$ cat src/rtl/mem_arbiter.sv
// ---------------------------------------------------------------------------
// mem_arbiter
// Single-port RAM arbiter that sits below the instruction and data caches.
// Only one cache is granted the RAM at a time. The data side normally wins.
// A starvation counter forces an instruction grant after ISTARVE_MAX
// consecutive data completions while an instruction fill is waiting.
//
// Handshake: a cache raises its request (iREN, or dREN/dWEN) and holds it
// until its wait output drops. The wait output is 0 for exactly one cycle,
// which is the cycle in which the granted access sees ramstate==ACCESS. That
// one-cycle low is both "done" and "load data valid". If a request drops
// before ACCESS, the grant is abandoned and no wait pulse is issued.
//
// Ports
//   CLK, nRST            clock (rising edge), asynchronous active-low reset
//   iREN, iaddr          icache fill request and word address
//   iwait, iload         icache wait handshake and returned instruction word
//   dREN, dWEN           dcache read / write request (both set = write)
//   daddr, dstore        dcache address and write data
//   dwait, dload         dcache wait handshake and returned data word
//   ramREN, ramWEN       RAM read / write enables
//   ramaddr, ramstore    RAM address and write data
//   ramload              RAM read data
//   ramstate             0 FREE, 1 BUSY, 2 ACCESS, 3 ERROR
//   dbg_state            current FSM state (0 IDLE, 1 DGRANT, 2 IGRANT)
//   dbg_starve_cnt       current instruction-starvation count
// ---------------------------------------------------------------------------
module mem_arbiter #(
   parameter int WORD_W      = 32,
   parameter int ISTARVE_MAX = 4,
   localparam int CNT_W      = $clog2(ISTARVE_MAX + 1)
) (
   input  logic              CLK,
   input  logic              nRST,
   input  logic              iREN,
   input  logic [WORD_W-1:0] iaddr,
   output logic              iwait,
   output logic [WORD_W-1:0] iload,
   input  logic              dREN,
   input  logic              dWEN,
   input  logic [WORD_W-1:0] daddr,
   input  logic [WORD_W-1:0] dstore,
   output logic              dwait,
   output logic [WORD_W-1:0] dload,
   output logic              ramREN,
   output logic              ramWEN,
   output logic [WORD_W-1:0] ramaddr,
   output logic [WORD_W-1:0] ramstore,
   input  logic [WORD_W-1:0] ramload,
   input  logic [1:0]        ramstate,
   output logic [1:0]        dbg_state,
   output logic [CNT_W-1:0]  dbg_starve_cnt
);

   localparam logic [1:0] RAM_ACCESS = 2'd2;

   typedef enum logic [1:0] {
      IDLE   = 2'd0,
      DGRANT = 2'd1,
      IGRANT = 2'd2
   } state_t;

   state_t           state, next_state;
   logic [CNT_W-1:0] starve_cnt;

   logic d_req;
   logic access;
   logic i_starved;

   assign d_req     = dREN | dWEN;
   assign access    = (ramstate == RAM_ACCESS);
   assign i_starved = iREN && (starve_cnt == CNT_W'(ISTARVE_MAX));

   // State register
   always_ff @(posedge CLK or negedge nRST) begin
      if (!nRST) begin
         state <= IDLE;
      end else begin
         state <= next_state;
      end
   end

   // Next-state logic. Every grant ends by going back to IDLE, on completion
   // or on withdrawal, so consecutive grants always have one idle cycle
   // between them.
   always_comb begin
      next_state = state;
      unique case (state)
         IDLE: begin
            if (d_req && !i_starved)  next_state = DGRANT;
            else if (iREN)            next_state = IGRANT;
            else                      next_state = IDLE;
         end
         DGRANT: begin
            if (!d_req || access)     next_state = IDLE;
         end
         IGRANT: begin
            if (!iREN || access)      next_state = IDLE;
         end
         default:                     next_state = IDLE;
      endcase
   end

   // Output decode. No RAM signal is driven in IDLE. A withdrawn request
   // drops the enables in the same cycle and gets no wait pulse.
   always_comb begin
      iwait    = 1'b1;
      dwait    = 1'b1;
      ramREN   = 1'b0;
      ramWEN   = 1'b0;
      ramaddr  = '0;
      ramstore = '0;
      unique case (state)
         DGRANT: begin
            if (d_req) begin
               ramaddr  = daddr;
               ramstore = dstore;
               ramWEN   = dWEN;
               ramREN   = dREN & ~dWEN;
               dwait    = ~access;
            end
         end
         IGRANT: begin
            if (iREN) begin
               ramaddr = iaddr;
               ramREN  = 1'b1;
               iwait   = ~access;
            end
         end
         default: ;
      endcase
   end

   assign iload = ramload;
   assign dload = ramload;

   // Starvation counter. It only counts data completions that an instruction
   // fill actually waited through. It clears as soon as the fill is served or
   // withdrawn.
   always_ff @(posedge CLK or negedge nRST) begin
      if (!nRST) begin
         starve_cnt <= '0;
      end else if (!iREN) begin
         starve_cnt <= '0;
      end else if (state == DGRANT && d_req && access) begin
         if (starve_cnt != CNT_W'(ISTARVE_MAX))
            starve_cnt <= starve_cnt + 1'b1;
      end else if (state == IGRANT && access) begin
         starve_cnt <= '0;
      end
   end

   assign dbg_state      = state;
   assign dbg_starve_cnt = starve_cnt;

endmodule

$ cat config.mk
export PLATFORM = sky130hd
export DESIGN_NAME = mem_arbiter
export DESIGN_NICKNAME = d
export VERILOG_FILES = /design/src/rtl/mem_arbiter.sv
export SDC_FILE = /design/constraint.sdc
export NUM_CORES = 1
export LEC_CHECK = 0
export ABC_AREA = 0
export BUFFER_PORTS_ARGS = -buffer_cell sky130_fd_sc_hd__buf_2
export CORE_AREA = 2 2 104 106
export DETAILED_ROUTE_END_ITERATION = 10
export DIE_AREA = 0 0 106 108
export GPL_TIMING_DRIVEN = 0
export SLEW_MARGIN = 20
export SYNTH_ARGS = -nofsm -noshare
export SYNTH_HDL_FRONTEND = slang
export SYNTH_SLANG_ARGS = --single-unit
export TNS_END_PERCENT = 50
$ cat constraint.sdc
create_clock -name CLK -period 4.1 [get_ports CLK]
set_input_delay 0.41 -clock CLK [delete_from_list [all_inputs] [get_ports CLK]]
set_output_delay 0.41 -clock CLK [all_outputs]
set_load 0.02 [all_outputs]
==> run summary <==
LOGIC SYNTHESIS
--------------------------------------------------------------------------------------------------------
Fraction of post-synthesis cell area in the top cell type by area                                  0.303
Number of nets produced by synthesis                                                                 364
Library cell with the largest summed area after synthesis                                          buf_4
Flip-flop and latch count after synthesis                                                              5
Instance count of the mapped netlist                                                                 224
Number of warning messages in the yosys log                                                            0
Post-synthesis instance area                                                                   1640 um^2
Synth area leaders                                                                          buf_4 30%, a22oi_1 15%, and2_1 13%, nor2b_1 13%, dfrtp_1 7.6%
Synthesized area divided by synthesized cell count                                             7.31 um^2
Yosys cell types                                                                                      25
Part of the Yosys area used for sequential elements                                               0.0764

GLOBAL ROUTING
--------------------------------------------------------------------------------------------------------
Number of antenna violations at the first check in global routing                                      0
Pin count of the biggest net entering global routing                                                  11
Number of global-route vias before repair                                                           2259
Total congestion overflow                                                                              0
Total track usage                                                                                  0.122
First-pass GRT wire length                                                                      11200 um

ROUTING
--------------------------------------------------------------------------------------------------------
Number of nets with antenna violations after detailed routing                                          0
Router iterations before antenna repair                                                                4
Number of DRC violations after detailed routing                                                        0
Number of design-rule violations left by the first detailed-router iteration                         128
Number of vias per cell                                                                             4.00
WL/cell                                                                                          13.1 um
Number of vias in the routed layout                                                                 2409
Total Wirelength                                                                                 7880 um

FINISH
--------------------------------------------------------------------------------------------------------
Post-synthesis to final-layout area growth                                                         86.5%
Storage element area                                                                            125 um^2
Layout Nets                                                                                          608
Number of standard cells in the layout, taps in and fillers out                                      603
Most used cells in the layout excluding fill and tap cells                                  246 x buf_2, 66 x buf_4, 34 x and2_1, 34 x nor2b_1, 32 x a22oi_1
Number of fill cells                                                                                1130
Count of antenna diodes in the layout                                                                  0
Share of layout cells above drive strength 1                                                       0.679
Area of combinational cells with multiple inputs                                                932 um^2
Most common cell after layout, fill and taps aside                                                 buf_2

CRITICAL PATH
--------------------------------------------------------------------------------------------------------
Most frequent cell on the critical path                                                            buf_2
Logic depth of the worst register-to-register path                                                     7
Crit-path max FO                                                                                      10
Longest individual stage delay on the worst path                                                  400 ps
Worst Setup SP                                                                              dbg_state[1]
Slowest cell on the critical path                                                                dfrtp_1
Nature of the critical path endpoint                                                        primary output
Type of the setup path with the least slack                                                      reg2out
Critical register-to-register path endpoint                                                 dbg_starve_cnt[0]
R2R Path Start                                                                              dbg_state[1]
Reg-to-reg slack, setup                                                                          2440 ps
Crit path required time                                                                          3690 ps
Startpoint Class                                                                                    flop
Endpoint of the worst setup timing path                                                     ramstore[13]
Chain of cells forming the critical path                                                    inv_1 > ha_1 > o21a_1 > buf_2 > buf_4 > buf_2 > and2_1 > buf_2
Worst EP arrival                                                                                 1960 ps

FLOORPLAN
--------------------------------------------------------------------------------------------------------
Die X                                                                                             106 um
DIE AREA                                                                                      11400 um^2
Core region area                                                                              10200 um^2
FP Rows                                                                                               37
Effective utilization at floorplan                                                                 0.160
Vertical die dimension                                                                            108 um
# IOs                                                                                                272

JOB
--------------------------------------------------------------------------------------------------------
Maxcap violations                                                                                      0

CTS
--------------------------------------------------------------------------------------------------------
Clock tree from TritonCTS                                                                           done
# resized after CTS                                                                                    0
Number of sinks driven by the clock tree                                                               5
CTS root buffer                                                                                 clkbuf_8
Htree depth                                                                                            1
Post-CTS clock slew at the launch and capture registers of the worst setup and hold paths          40 ps
TritonCTS buffer count                                                                                 3
Maximum number of buffers from clock root to sink                                                      2
Number of post-CTS setup repair buffers                                                                0
Later-pin clock latency in the skew report                                                        220 ps

PLACE
--------------------------------------------------------------------------------------------------------
Detailed placement HPWL                                                                          7070 um
DP Worst Slack                                                                                   1870 ps
Weighted congestion reported at the end of routability-driven placement                            0.796
Cell count after placement                                                                           598
PortBufs                                                                                             238

POWER AND IR DROP
--------------------------------------------------------------------------------------------------------
Post-layout power                                                                                1110 uW
Power density normalized to cell area                                                        362 nW/um^2
Total leakage power                                                                           0.00179 uW
Max IR drop VDD                                                                                 0.178 mV

STA
--------------------------------------------------------------------------------------------------------
Max Slew Vio Count                                                                                     0
Maximum frequency from static timing analysis                                                    422 MHz
Minimum period implied by the final worst setup slack                                            2370 ps
Final setup vio count                                                                                  0
Least setup slack across all paths after layout                                                  1730 ps
Share of the cycle needed by the critical path after routing                                       0.579
Normalized max-slew margin                                                                         0.719
Worst slack on hold paths                                                                         480 ps
Worst setup skew after layout                                                                    2.37 ps
Sum of negative setup slack                                                                         0 ps
Transition time at the pin with the least slew margin                                             422 ps
Setup repair after global routing missed its margin                                                   no
Count of endpoints failing hold in the final timing report                                             0

OUTCOME
--------------------------------------------------------------------------------------------------------
Result of the run                                                                              completed

MIN PATH
--------------------------------------------------------------------------------------------------------
Worst min-delay path category                                                                     in2reg
Worst min-delay path startpoint                                                                     iREN

## registers in the layout (all words and copies together), names as in the netlist
signal	flops
dbg_starve_cnt	3
dbg_state	2
## kinds of logic after synthesis
family,synth area share
AND/OR/NAND/NOR,0.323
buffers and inverters,0.354
AO/OA/AOI/OAI,0.196
adder cells (fa/ha/maj),0.0382
flip-flops,0.0764
multiplexers,0.0122
## layout make-up
type,instances,share of cell area
Timing Repair Buffer,239,0.393
Sequential cell,5,0.0410
Multi-Input combinational cell,135,0.305
Tap cell,136,0.0557
Buffer,80,0.185
Clock buffer,4,0.0147
Inverter,4,0.00492
## worst max-delay path, delay by kind of cell, from the launching register on
kind | cells | cell delay, ps
buf+inv | 5 | 860
flops | 1 | 400
fa+ha+maj | 1 | 210
simple gates | 1 | 150
compound gates | 1 | 130
## how the worst min path moves through the flow
stage	slack, ps	cells past startpoint	endpoint
6_report	480	3	dbg_state[1]
4_1_cts	480	3	dbg_state[1]
3_5_place_dp	230	1	dbg_state[1]
3_3_place_gp	220	1	dbg_state[1]
2_1_floorplan	110	0	dbg_starve_cnt[0]
5_1_grt	490	3	dbg_state[1]
## synthesized netlist by cell type, drive strengths merged
cell	instances
o21ai	3
nand2b	1
o2111ai	3
nor2b	34
o2bb2ai	1
nand2	3
a22oi	32
buf	75
dfrtp	5
and3	1
clkbuf	5
nand4	3
and2	34
nand3	5
mux2i	2
ha	5
o21a	3
or4	1
and3b	1
inv	4
nand3b	2
o211ai	1
## repair_timing
item / 4_1_cts / 5_1_grt
setup endpoints to repair: 0 / 0
endpoints found under the hold margin: 2 / 0
hold buffers: 1 / 0
## through the flow
step	util	area, um^2
after CTS	0.299	3050
final	0.299	3050
after global routing	0.299	3050
after floorplan	-	1640
after global placement	0.293	3000
after detailed placement	0.293	3000
## layer usage
layer / share of wire / track usage / up-vias
li1: - / - / 1183
met1: 0.35 / 0.125 / 1060
met2: 0.54 / 0.258 / 164
met3: 0.10 / 0.0301 / 2
met4: 0.0030 / 0.00658 / 0
met5: 0 / 0 / -
## power by group
part | leakage (uW) | internal, uW | total (uW) | switching, uW
combinational | 0.00170 | 384 | 952 | 567
clock | 0.0000228 | 66.5 | 88.2 | 21.7
sequential | 0.0000675 | 57.5 | 65.7 | 8.20
total | 0.00179 | 509 | 1110 | 597
No activity file was read; power rests on OpenSTA's default activity.
